File: config.mk
export PLATFORM = sky130hd
export DESIGN_NAME = zjh_scan_seq_138_flat
export DESIGN_NICKNAME = d
export VERILOG_FILES = /design/src/rtl/zjh_scan_seq_138_pkg.sv /design/src/rtl/zjh_scan_seq_138_if.sv /design/src/rtl/zjh_scan_seq_138_next_ch.sv /design/src/rtl/zjh_scan_seq_138.sv /design/src/flat_wrapper.sv
export SDC_FILE = /design/constraint.sdc
export NUM_CORES = 1
export LEC_CHECK = 0
export CAP_MARGIN = 10
export CORE_ASPECT_RATIO = 0.8
export CORE_MARGIN = 4
export CORE_UTILIZATION = 56
export DETAILED_ROUTE_END_ITERATION = 12
export HOLD_SLACK_MARGIN = 0.08
export PLACE_DENSITY = 0.82
export SLEW_MARGIN = 30
export SYNTH_ARGS = -nofsm -noshare
export SYNTH_HDL_FRONTEND = slang
export SYNTH_SLANG_ARGS = --single-unit
File: constraint.sdc
create_clock -name clk -period 8.9 [get_ports clk]
set_input_delay 2.67 -clock clk [delete_from_list [all_inputs] [get_ports clk]]
set_output_delay 2.67 -clock clk [all_outputs]
set_load 0.02 [all_outputs]
File: src/rtl/zjh_scan_seq_138_pkg.sv
// Shared decoder enable codes and scan FSM state type for the 74HC138 scan controller.
// Pure declarations: no latency, no handshake.
package zjh_scan_pkg;

  localparam logic [2:0] E_ON  = 3'b100;
  localparam logic [2:0] E_OFF = 3'b011;

  typedef enum logic [1:0] {
    IDLE,
    BLANK,
    DRIVE
  } state_t;

endpackage

File: src/rtl/zjh_scan_seq_138_if.sv
// Scan controller bus: run controls in, decoder select/enable and status out.
// Optional manual-step pins exist only when ZJH_SCAN_MANUAL_EN is defined.
interface zjh_scan_seq_138_if;
  logic       en;
  logic [7:0] ch_mask;
  logic [2:0] A;
  logic [2:0] E;
  logic       ch_active;
  logic       frame_start;
`ifdef ZJH_SCAN_MANUAL_EN
  logic       manual;
  logic       step;

  modport master (output en, ch_mask, manual, step,
                  input  A, E, ch_active, frame_start);
  modport slave  (input  en, ch_mask, manual, step,
                  output A, E, ch_active, frame_start);
`else
  modport master (output en, ch_mask,
                  input  A, E, ch_active, frame_start);
  modport slave  (input  en, ch_mask,
                  output A, E, ch_active, frame_start);
`endif
endinterface

File: src/rtl/zjh_scan_seq_138_next_ch.sv
// Circular priority finder: first set mask bit strictly above cur, wrapping 7->0.
// Combinational, zero latency; wrap flags a selection at or below cur.
module zjh_next_ch (
  input  logic [2:0] cur,
  input  logic [7:0] mask,
  output logic [2:0] nxt,
  output logic       wrap,
  output logic       none
);

  logic       found;
  logic [2:0] idx;

  // i==8 lands back on cur, so a lone set bit selects itself.
  always_comb begin
    nxt   = cur;
    found = 1'b0;
    idx   = cur;
    for (int i = 1; i <= 8; i++) begin
      idx = cur + 3'(i);
      if (!found && mask[idx]) begin
        nxt   = idx;
        found = 1'b1;
      end
    end
  end

  assign none = ~|mask;
  assign wrap = (nxt <= cur);

endmodule

File: src/rtl/zjh_scan_seq_138.sv
// Round-robin 74HC138 scan controller with blank-before-drive slots; all outputs registered, 1-cycle input-to-output.
// No backpressure; optional manual stepping under ZJH_SCAN_MANUAL_EN.
module zjh_scan_seq_138
  import zjh_scan_pkg::*;
#(
  parameter int CLK_DIV   = 16,
  parameter int BLANK_CYC = 2
) (
  input  logic              clk,
  input  logic              rst_n,
  zjh_scan_seq_138_if.slave bus
);

  localparam int              CW          = (CLK_DIV > 1) ? $clog2(CLK_DIV) : 1;
  localparam logic [CW-1:0]   BLANK_LAST  = CW'(BLANK_CYC - 1);
  localparam logic [CW-1:0]   DRIVE_FIRST = CW'(BLANK_CYC);
  localparam logic [CW-1:0]   SLOT_LAST   = CW'(CLK_DIV - 1);

  state_t        state;
  logic [CW-1:0] cnt;
  logic [2:0]    a_q;
  logic [2:0]    e_q;
  logic          act_q;
  logic          fs_q;

  logic [2:0]    cur;
  logic [2:0]    nxt;
  logic          wrap;
  logic          none;
  logic          slot_end;
  logic          hold;

  // From IDLE, searching above channel 7 yields the lowest set bit.
  assign cur = (state == IDLE) ? 3'd7 : a_q;

  zjh_next_ch u_next_ch (
    .cur  (cur),
    .mask (bus.ch_mask),
    .nxt  (nxt),
    .wrap (wrap),
    .none (none)
  );

`ifdef ZJH_SCAN_MANUAL_EN
  assign slot_end = bus.manual ? bus.step : (cnt == SLOT_LAST);
  assign hold     = bus.manual & ~bus.step;
`else
  assign slot_end = (cnt == SLOT_LAST);
  assign hold     = 1'b0;
`endif

  always_ff @(posedge clk or negedge rst_n) begin
    if (!rst_n) begin
      state <= IDLE;
      cnt   <= '0;
      a_q   <= 3'b000;
      e_q   <= E_OFF;
      act_q <= 1'b0;
      fs_q  <= 1'b0;
    end else begin
      fs_q <= 1'b0;
      if (!bus.en) begin
        state <= IDLE;
        cnt   <= '0;
        e_q   <= E_OFF;
        act_q <= 1'b0;
      end else begin
        case (state)
          IDLE: begin
            if (!none) begin
              state <= BLANK;
              a_q   <= nxt;
              cnt   <= '0;
              fs_q  <= 1'b1;
              e_q   <= E_OFF;
            end
          end
          BLANK: begin
            cnt <= cnt + 1'b1;
            if (cnt == BLANK_LAST) begin
              state <= DRIVE;
              e_q   <= E_ON;
              act_q <= 1'b1;
            end
          end
          DRIVE: begin
            if (slot_end) begin
              // A only moves on the edge that also turns the decoder off.
              cnt   <= '0;
              e_q   <= E_OFF;
              act_q <= 1'b0;
              if (none) begin
                state <= IDLE;
              end else begin
                state <= BLANK;
                a_q   <= nxt;
                fs_q  <= wrap;
              end
            end else if (hold) begin
              cnt <= DRIVE_FIRST;
            end else begin
              cnt <= cnt + 1'b1;
            end
          end
          default: begin
            state <= IDLE;
            cnt   <= '0;
            e_q   <= E_OFF;
            act_q <= 1'b0;
          end
        endcase
      end
    end
  end

  assign bus.A           = a_q;
  assign bus.E           = e_q;
  assign bus.ch_active   = act_q;
  assign bus.frame_start = fs_q;

endmodule

File: src/flat_wrapper.sv
// flat-port wrapper written by rule: the top's interface ports become plain ports
module zjh_scan_seq_138_flat import zjh_scan_pkg::*;
#(
  parameter int CLK_DIV   = 16,
  parameter int BLANK_CYC = 2
)
  (clk, rst_n, bus_en, bus_ch_mask, bus_A, bus_E, bus_ch_active, bus_frame_start);
  zjh_scan_seq_138_if bus_i ();
  input  logic clk;
  input  logic rst_n;
  input wire logic [$bits(bus_i.en)-1:0] bus_en;
  input wire logic [$bits(bus_i.ch_mask)-1:0] bus_ch_mask;
  output wire logic [$bits(bus_i.A)-1:0] bus_A;
  output wire logic [$bits(bus_i.E)-1:0] bus_E;
  output wire logic [$bits(bus_i.ch_active)-1:0] bus_ch_active;
  output wire logic [$bits(bus_i.frame_start)-1:0] bus_frame_start;
  assign bus_i.en = bus_en;
  assign bus_i.ch_mask = bus_ch_mask;
  assign bus_A = bus_i.A;
  assign bus_E = bus_i.E;
  assign bus_ch_active = bus_i.ch_active;
  assign bus_frame_start = bus_i.frame_start;
  zjh_scan_seq_138 #(.CLK_DIV(CLK_DIV), .BLANK_CYC(BLANK_CYC)) u_core (.clk(clk), .rst_n(rst_n), .bus(bus_i));
endmodule
After elaboration in Yosys (flattened, before gate mapping)
Cells that the tools add are included.

word-level totals
  register bits = 14
  bits in latches = 0
  memory bits (writable) = 0
  ROM bits = 0
  input port bits = 11
  output and inout bits = 8
  word-level logic and storage cells = 111
  memories = 0

operators by class
  add/sub/neg operators = 8
  $mul = 0
  divide/modulo/power cells = 0
  $lt $le $gt $ge = 9
  eq/ne operators = 9
  shifts and indexed selects = 0
  muxes and demuxes = 59
  bitwise operators = 0
  reduce and logical (&&, ||, !) cells = 20

operators by type and width
  cell                                                                     number
  3-bit 2-to-1 mux                                                         15
  3-bit by 4-bit < comparator with 1-bit output, second input constant     8
  1-bit binary-select mux with 3-bit select                                8
  1-bit 2-to-1 mux                                                         23
  3-bit adder, second input constant                                       4
  4-bit 2-to-1 mux                                                         3
  4-bit one-hot mux with 3 select lines                                    1
  3-bit one-hot mux with 3 select lines                                    1
  3-bit AND reduction                                                      3
  2-bit 2-to-1 mux                                                         4
  8-bit OR reduction                                                       1
  1-bit logical AND                                                        7
  1-bit logical NOT                                                        7
  3-bit by 2-bit adder with 3-bit output, second input constant            2
  3-bit by 2-bit inequality test with 1-bit output, second input constant  2
  2-bit one-hot mux with 3 select lines                                    1
  3-bit one-hot mux with 2 select lines                                    1
  4-bit by 1-bit adder with 4-bit output, second input constant            1
  4-bit by 1-bit equality test with 1-bit output, second input constant    1
  4-bit equality test, second input constant                               1
  3-bit by 1-bit adder with 3-bit output, second input constant            1
  3-bit <= comparator                                                      1
  3-bit inequality test, second input constant                             1
  1-bit one-hot mux with 3 select lines                                    1
  other kinds (7)                                                          7

Longest topological paths before layout
Gate-level depths: netlist (run 1).

  depth after elaboration = 32
  mapped depth = 17
  gate-level depth less buffers = 16

Modules after synthesis
Synthesis (run 1) repeated with hierarchy kept, for this count alone.

second synthesis, totals
  cell total of the unflattened synthesis = 172
  area, all modules = 1,667.8 µm²

by module, submodules not included
  module            times used  cells an instance  area an instance (µm²)  sequential area each (µm²)
  zjh_next_ch       1           99                 952.2                   0.0
  zjh_scan_seq_138  1           73                 715.7                   301.5

Worst setup path after synthesis (run 1)
OpenSTA, ideal clock, no wires.

  kind = input-to-reg
  from = input port bus_ch_mask[1]
  to = register u_core.fs_q, in the netlist u_core.bus.frame_start
  library setup time = 0.104 ns
  data arrival time = 4.832 ns
  required time = 8.796 ns
  slack = 3.964 ns
  stages on the path = 13
  buffers on the path = 1
  path through = clkbuf_1 > nor3b_1 > o21ai_0 > o31ai_1 > or2_2 > a32oi_1 > o22ai_1 > a21oi_1 > nand2_1 > ha_1 > a21oi_1 > a221oi_2 > o41ai_2

between the ends
  cells in the longest elaborated chain, start to end = 29
  elaborated cells on any way between the ends = 52
  those cells by class = order compare: 1; mux: 36; reduce/logical: 15

RTL lines
  element                                    line                            source
  start: declaration                         flat_wrapper.sv:12              input wire logic [$bits(bus_i.ch_mask)-1:0] bus_ch_mask;
  1-bit binary-select mux with 3-bit select  zjh_scan_seq_138_next_ch.sv:21  if (!found && mask[idx]) begin
  1-bit 2-to-1 mux (not written as such)     zjh_scan_seq_138_next_ch.sv:21
  1-bit 2-to-1 mux                           zjh_scan_seq_138_next_ch.sv:21
  1-bit logical NOT                          zjh_scan_seq_138_next_ch.sv:21
  1-bit logical AND                          zjh_scan_seq_138_next_ch.sv:21
  1-bit 2-to-1 mux                           zjh_scan_seq_138_next_ch.sv:21
  1-bit logical NOT                          zjh_scan_seq_138_next_ch.sv:21
  1-bit logical AND                          zjh_scan_seq_138_next_ch.sv:21
  [14 not listed]                            n/a
  1-bit logical AND                          zjh_scan_seq_138_next_ch.sv:21
  3-bit 2-to-1 mux (*)                       zjh_scan_seq_138_next_ch.sv:21
  named net u_core.nxt[1]                    zjh_scan_seq_138.sv:27          logic [2:0] nxt;
  3-bit <= comparator (*)                    zjh_scan_seq_138_next_ch.sv:29  assign wrap = (nxt <= cur);
  1-bit 2-to-1 mux (*)                       zjh_scan_seq_138.sv:92          if (none) begin
  1-bit 2-to-1 mux (*)                       zjh_scan_seq_138.sv:87          if (slot_end) begin
  1-bit one-hot mux with 2 select lines (*)  zjh_scan_seq_138.sv:68          case (state)
  1-bit 2-to-1 mux (*)                       zjh_scan_seq_138.sv:62          if (!bus.en) begin
  end signal: assignment                     zjh_scan_seq_138.sv:97          fs_q <= wrap;
  end: declaration                           zjh_scan_seq_138.sv:24          logic fs_q;

The timed path passes the listed nets; every way through them passes the cells marked *. The select of a mux whose other input is x is not followed.
A chain may end at the register's enable or synchronous reset.

Final worst setup path (run 1)
  from = input port bus_ch_mask[7]
  to = register u_core.fs_q, in the netlist u_core.bus.frame_start

Same word-level chain as after synthesis.

==> results of run 1 <==
placed cells by master, fill, tap and decap left out, drive strengths merged, types with 3 or more instances in the layout:
cell           count
or3                3
mux2              11
nor3b              3
nor2              17
inv               11
mux4               6
clkbuf             3
nand2             20
ha                 9
nor3               9
dfrtp             12
o211ai             5
o21ai             21
mux2i             10
nand3              7
a31oi              3
nor2b              5
or2                4
a211oi             4
o31ai              3
a21oi             11
o22ai              4
xnor2              3
a32oi              3
o21a               4
clkdlybuf4s50     18
tightest hold or removal path: stages, from the launching register on:
cell and delay (ns):
dfrtp_1 0.34, nand2_1 0.05, o21ai_0 0.07
logic make-up (layout without fill, tap and decap cells):
group,after synthesis,count (layout),share of synthesized area
muxes,27,27,0.197
and+or+nand+nor,78,78,0.220
buffers and inverters,27,36,0.0745
xor gates and xnor gates,3,3,0.0210
AOI/OAI and AO/OA,73,73,0.265
DFF,13,13,0.166
adders and majority gates,9,9,0.0573
per-layer routing:
| metal | global-route usage | wire length [um] | vias to the layer above |
|---|---|---|---|
| met2 | 0.376 | 2210 | 101 |
| met1 | 0.384 | 2410 | 904 |
| met3 | 0.0579 | 550 | 9 |
| li1 | - | - | 889 |
| met4 | 0.0482 | 53 | 0 |
| met5 | 0 | 0 | - |
Yosys cell counts, types with 6 or more instances:
library cell,number,share of area
nor2_1,16,0.031
o21ai_0,16,0.041
inv_1,10,0.019
ha_1,9,0.057
clkbuf_1,6,0.011
mux4_2,6,0.069
mux2i_1,8,0.041
nand2_1,19,0.036
dfrtp_1,12,0.15
nand3_1,6,0.015
nor3_1,7,0.018
a21oi_1,11,0.028
mux2_2,7,0.040
worst paths after layout:
check	slack [ns]	from	to	depth (start not counted)
setup / recovery	3.42	bus_ch_mask[7]	u_core.bus.frame_start	13
hold / removal	0.50	u_core.bus.E[2]	u_core.bus.E[2]	2
setup reg to reg	4.88	u_core.state[0]	u_core.bus.frame_start	17
hold reg to reg	0.50	u_core.bus.E[2]	u_core.bus.E[2]	2
max in group asynchronous	5.70	rst_n	u_core.bus.ch_active	1
min in group asynchronous	2.81	rst_n	u_core.bus.E[2]	1
power groups by stage:
stage               sequential [mW]  clock (mW)  combinational (mW)
CTS                           0.118      0.0543               0.792
global route                  0.124      0.0570               0.874
global placement              0.118           0               0.777
detailed placement            0.119           0               0.785
finish                        0.120      0.0538               0.803
floorplan                     0.105           0               0.660
layout make-up:
| type | count | area, um2 |
|---|---|---|
| Fill cell | 263 | 1060 |
| Inverter | 12 | 45.0 |
| Multi-Input combinational cell | 190 | 1490 |
| Clock buffer | 3 | 41.3 |
| Clock inverter | 1 | 5.00 |
| Tap cell | 40 | 50.0 |
| Sequential cell | 13 | 327 |
| Timing Repair Buffer | 20 | 195 |
through the flow:
stage	std cells	total power, mW
after global placement	275	0.894
after detailed placement	275	0.904
final	279	0.976
after floorplan	230	0.765
after CTS	279	0.965
after global routing	279	1.06
flip-flops by register name, summed over array words and instances (netlist names):
register	flops
u_core.cnt	4
u_core.bus.A	3
u_core.bus.E	2
u_core.state	2
u_core.bus.ch_active	1
u_core.bus.frame_start	1
==> implementation parameters, run 1 <==
Parameter                              Value

Place
  Number of I/O port buffers    18
  Pre-CTS WS    3.24 ns
  Post-place instance area    0.00211 mm2
  Estimated wirelength of the detail-placed design    3950 um
  Final estimated routing congestion in global placement    0.981

Worst setup path
  Crit end category    flip-flop
  Critical path class    in -> reg
  Critical Path AT    5.62 ns
  Nature of the critical path startpoint    primary input
  CP required    9.05 ns
  Most prevalent standard cell on the critical path    a21oi_1
  Buf/Inv on CP    1
  Largest fanout on the critical path    5
  Largest incremental delay on the critical path    0.56 ns
  Cell class contributing the biggest share of worst-path delay    compound AO/OA/AOI/OAI gates
  Slowest-stage cell, CP    clkdlybuf4s50_1
  Sequence of cells on the critical path    clkdlybuf4s50_1 -> or3b_1 -> o211ai_1 -> a21oi_1 -> or2_2 -> a32oi_1 -> o22ai_1 -> a21oi_1 -> nand2_1 -> ha_1 -> a21oi_1 -> a221oi_2 -> o41ai_2

Drt
  Post-DR wirelength/cell    18.7 um
  Final Routed Wirelength    5230 um
  Number of remaining DRC errors    0
  Via count    1903
  Via count normalized by instance count    6.82
  Antenna viol nets, final    0
  Pre-antenna DRT Iters    4
  Number of DRC markers in iteration 0    215

Clock network
  TritonCTS clock tree    done
  Clock buffer count from CTS    3
  Number of instances resized during post-cts repair    0
  Deepest clock path buffer count    2
  # H-tree levels    1
  Hold_buf cts    0
  Post-CTS clock slew at the launch and capture registers of the worst setup and hold paths    0.06 ns
  Clk Tree Root Cell    clkbuf_8
  Setup Buffers After CTS    0
  TritonCTS sink count    13
  Worst skew pair latency    0.24 ns

Floorplanning
  Area of the core    0.00322 mm2
  I/O Pins    19
  Cell Rows    18
  Die area    0.00453 mm2
  Chip Height    61.0 um
  Initial cell density of the core    0.610
  DIE WIDTH    74.2 um

Logic synthesis
  Synth warn    0
  Sequential area share after synthesis    0.166
  Syn Area/Cell    8.55 um2
  Post-synthesis instance area    0.00197 mm2
  Syn Nets    250
  Synth async-reset ratio    1.00
  FF+latch count, synth    13
  Post-synth cell types    69
  Most used DFF post-synth    dfrtp_1
  Count of flip-flops with a built-in enable after synthesis    0
  Post-Syn Instances    230

Flow run
  Number of max-cap violations    0

Layout
  Number of inserted diodes    0
  Layout cells sized above 1    0.172
  Design area    0.00216 mm2
  Final net count    260
  Post-synthesis to final-layout area growth    9.68%
  Util after Layout    0.669

STA
  Final setup skew    0.000708 ns
  Hold Fails Final Rpt    0
  Transition time at the pin with the least slew margin    0.786 ns
  Accumulated negative setup slack    0 ns
  Final worst-path setup slack    3.42 ns
  Maximum achievable frequency    183 MHz
  Headroom to the max-slew limit    0.476
  Setup violations, final    0
  Number of max-slew violations in the final report    0
  Unrepaired setup endpoints after global routing    no
  Final critical-path share of the clock period    0.615
  Final period demand of the worst path    5.48 ns
  Tightest hold margin    0.499 ns

Global route
  GR Util All Layers    0.255
  Initial antenna violation count    0
  Wire length of the first global-routing pass    8840 um
  Vias in the first global route    1787
  Pin count of the biggest net entering global routing    28
  Global-route congestion overflow total    0

Power
  Maximum resistive drop on vdd    270 uV
  Power per cell area    453 mW/mm2
  Switching power share of the total    0.534
  Static power due to leakage    0.831 nW
  Internal Power    0.455 mW
  Net switching power figure    0.521 mW
  Sequential group share of total power    0.122
  Clock Power Share    0.055
  Combinational share of power    0.822

Run status
  Run status    complete, no violations

Hold path
  Worst Hold Class    reg -> reg
Power figures use the tool's default switching activity.
==> run 2, diff against run 1 <==
- clock period: 8.9 -> 5.75 ns (I/O delays scaled with it)
==> implementation parameters, run 2 (synthesis gave the netlist of run 1 again) <==
Parameter                              Value

Worst setup path
  CP required    5.90 ns
  Largest incremental delay on the critical path    0.69 ns
  Sequence of cells on the critical path    clkdlybuf4s50_1 -> nor2b_1 -> o21a_1 -> or4_4 -> a32oi_1 -> a32oi_1 -> o22ai_1 -> o21ai_0 -> nand2_1 -> ha_1 -> a21oi_1 -> a221oi_2 -> o41ai_2
  Crit end category    flip-flop
  Critical path class    in -> reg
  Slowest-stage cell, CP    clkdlybuf4s50_1
  Nature of the critical path startpoint    primary input
  Buf/Inv on CP    1
  Most prevalent standard cell on the critical path    a32oi_1
  Cell class contributing the biggest share of worst-path delay    compound AO/OA/AOI/OAI gates
  Largest fanout on the critical path    9
  Critical Path AT    4.69 ns

Layout
  Number of inserted diodes    0
  Final net count    261
  Post-synthesis to final-layout area growth    10.1%
  Leading cell type in the layout, fill and taps excluded    nand2_1
  Layout cells sized above 1    0.175
  Commonest cells after routing, fill and taps aside    19 x nand2_1, 18 x clkdlybuf4s50_1, 16 x nor2_1, 16 x o21ai_0, 12 x dfrtp_1
  Flip-flop count of the largest register after layout    4
  Register bank with the most flops    u_core.cnt
  Fillers    271

STA
  Final worst-path setup slack    1.21 ns
  Accumulated negative setup slack    0 ns
  Unrepaired setup endpoints after global routing    no
  Transition time at the pin with the least slew margin    0.824 ns
  Final setup skew    0.00337 ns
  Final period demand of the worst path    4.54 ns
  Maximum achievable frequency    220 MHz
  Headroom to the max-slew limit    0.451
  Setup violations, final    0
  Final critical-path share of the clock period    0.789
  Number of max-slew violations in the final report    0
  Hold Fails Final Rpt    0

Global route
  Met2 Resource Use GR    0.360
  Global-route congestion overflow total    0
  Pin count of the biggest net entering global routing    28
  Met1 track demand over resource    0.380
  Most Crowded Layer GR    met1
  Vias in the first global route    1716
  Initial antenna violation count    0
  GR Util All Layers    0.251
  Fraction of met3 tracks used by global routing    0.0546
  Wire length of the first global-routing pass    8590 um

Floorplanning
  Die area    0.00453 mm2
  Chip Height    61.0 um
  Area of the core    0.00322 mm2
  Cell Rows    18
  I/O Pins    19
  DIE WIDTH    74.2 um
  Initial cell density of the core    0.610

Place
  Number of I/O port buffers    18
  Estimated wirelength of the detail-placed design    3970 um
  Pre-CTS WS    0.998 ns
  Final estimated routing congestion in global placement    0.967

Drt
  Via count    1859
  Antenna viol nets, final    0
  Via count normalized by instance count    6.64
  Number of remaining DRC errors    0
  Pre-antenna DRT Iters    4
  Number of DRC markers in iteration 0    217
  Post-DR wirelength/cell    18.7 um
  Final Routed Wirelength    5240 um

Run status
  Run status    complete, no violations

Clock network
  Deepest clock path buffer count    2
  Clock buffer count from CTS    3
  Post-CTS clock slew at the launch and capture registers of the worst setup and hold paths    0.06 ns
  TritonCTS sink count    13
  Worst skew pair latency    0.25 ns
  Hold_buf cts    0
  Number of instances resized during post-cts repair    0
  Clk Tree Root Cell    clkbuf_8
  # H-tree levels    1
  Setup Buffers After CTS    0
  TritonCTS clock tree    done

Hold path
  Worst Hold Class    reg -> reg

Power
  Static power due to leakage    0.835 nW
  Power per cell area    704 mW/mm2
  Maximum resistive drop on vdd    394 uV

Flow run
  Number of max-cap violations    0
==> run 2: power by group <==
group / internal [mW] / total [mW] / switching (mW)
Combinational: 0.541 / 1.25 / 0.714
Clock: 0.0479 / 0.0827 / 0.0348
Sequential: 0.119 / 0.185 / 0.0660
==> run 2: final timing paths <==
check                                         end  depth (start not counted)            start  slack, ns
setup / recovery           u_core.bus.frame_start                         13   bus_ch_mask[3]       1.21
hold / removal                    u_core.bus.E[2]                          2  u_core.bus.E[2]       0.49
setup reg to reg           u_core.bus.frame_start                         17  u_core.state[0]       1.76
hold reg to reg                   u_core.bus.E[2]                          2  u_core.bus.E[2]       0.49
max in group asynchronous  u_core.bus.frame_start                          1            rst_n       3.49
min in group asynchronous           u_core.cnt[2]                          1            rst_n       1.86
==> run 2: worst reg2reg max path, stage by stage, from the launching register on <==
cell and delay (ns):
dfrtp_1 0.45, inv_1 0.10, ha_1 0.22, buf_4 0.23, nor2_8 0.30, inv_2 0.14
ha_1 0.34, inv_1 0.19, mux4_2 0.57, o21ai_0 0.11, o21ai_0 0.10, o22ai_1 0.20
o21ai_0 0.17, nand2_1 0.10, ha_1 0.25, a21oi_1 0.17, a221oi_2 0.05, o41ai_2 0.20
==> run 2: area by class of cell <==
| cell class | count | area (um2) | area share |
|---|---|---|---|
| well taps | 40 | 50.0 | 0.0231 |
| flip-flops and latches | 13 | 327 | 0.151 |
| clock inverters | 1 | 5.00 | 0.00231 |
| inverters | 12 | 45.0 | 0.0208 |
| repair buffers | 21 | 203 | 0.0937 |
| clock buffers | 3 | 41.3 | 0.0191 |
| multi-input cells | 190 | 1490 | 0.690 |
==> run 2: layer usage <==
metal / routed length [um] / part of all wire / up-vias
met5: 0 / 0 / -
met1: 2630 / 0.50 / 877
met4: 19 / 0.0036 / 0
li1: - / - / 889
met2: 2150 / 0.41 / 89
met3: 444 / 0.085 / 4
==> run 2: stage by stage <==
stage	total power [mW]	utilization	area (um2)	hold slack [ns]	instances
after CTS	1.50	0.672	2160	0.493	280
after detailed placement	1.41	0.657	2120	0.480	276
final	1.52	0.672	2160	0.486	280
after global routing	1.64	0.672	2160	0.528	280
after floorplan	1.18	-	1970	0.489	230
after global placement	1.39	0.657	2120	0.472	276
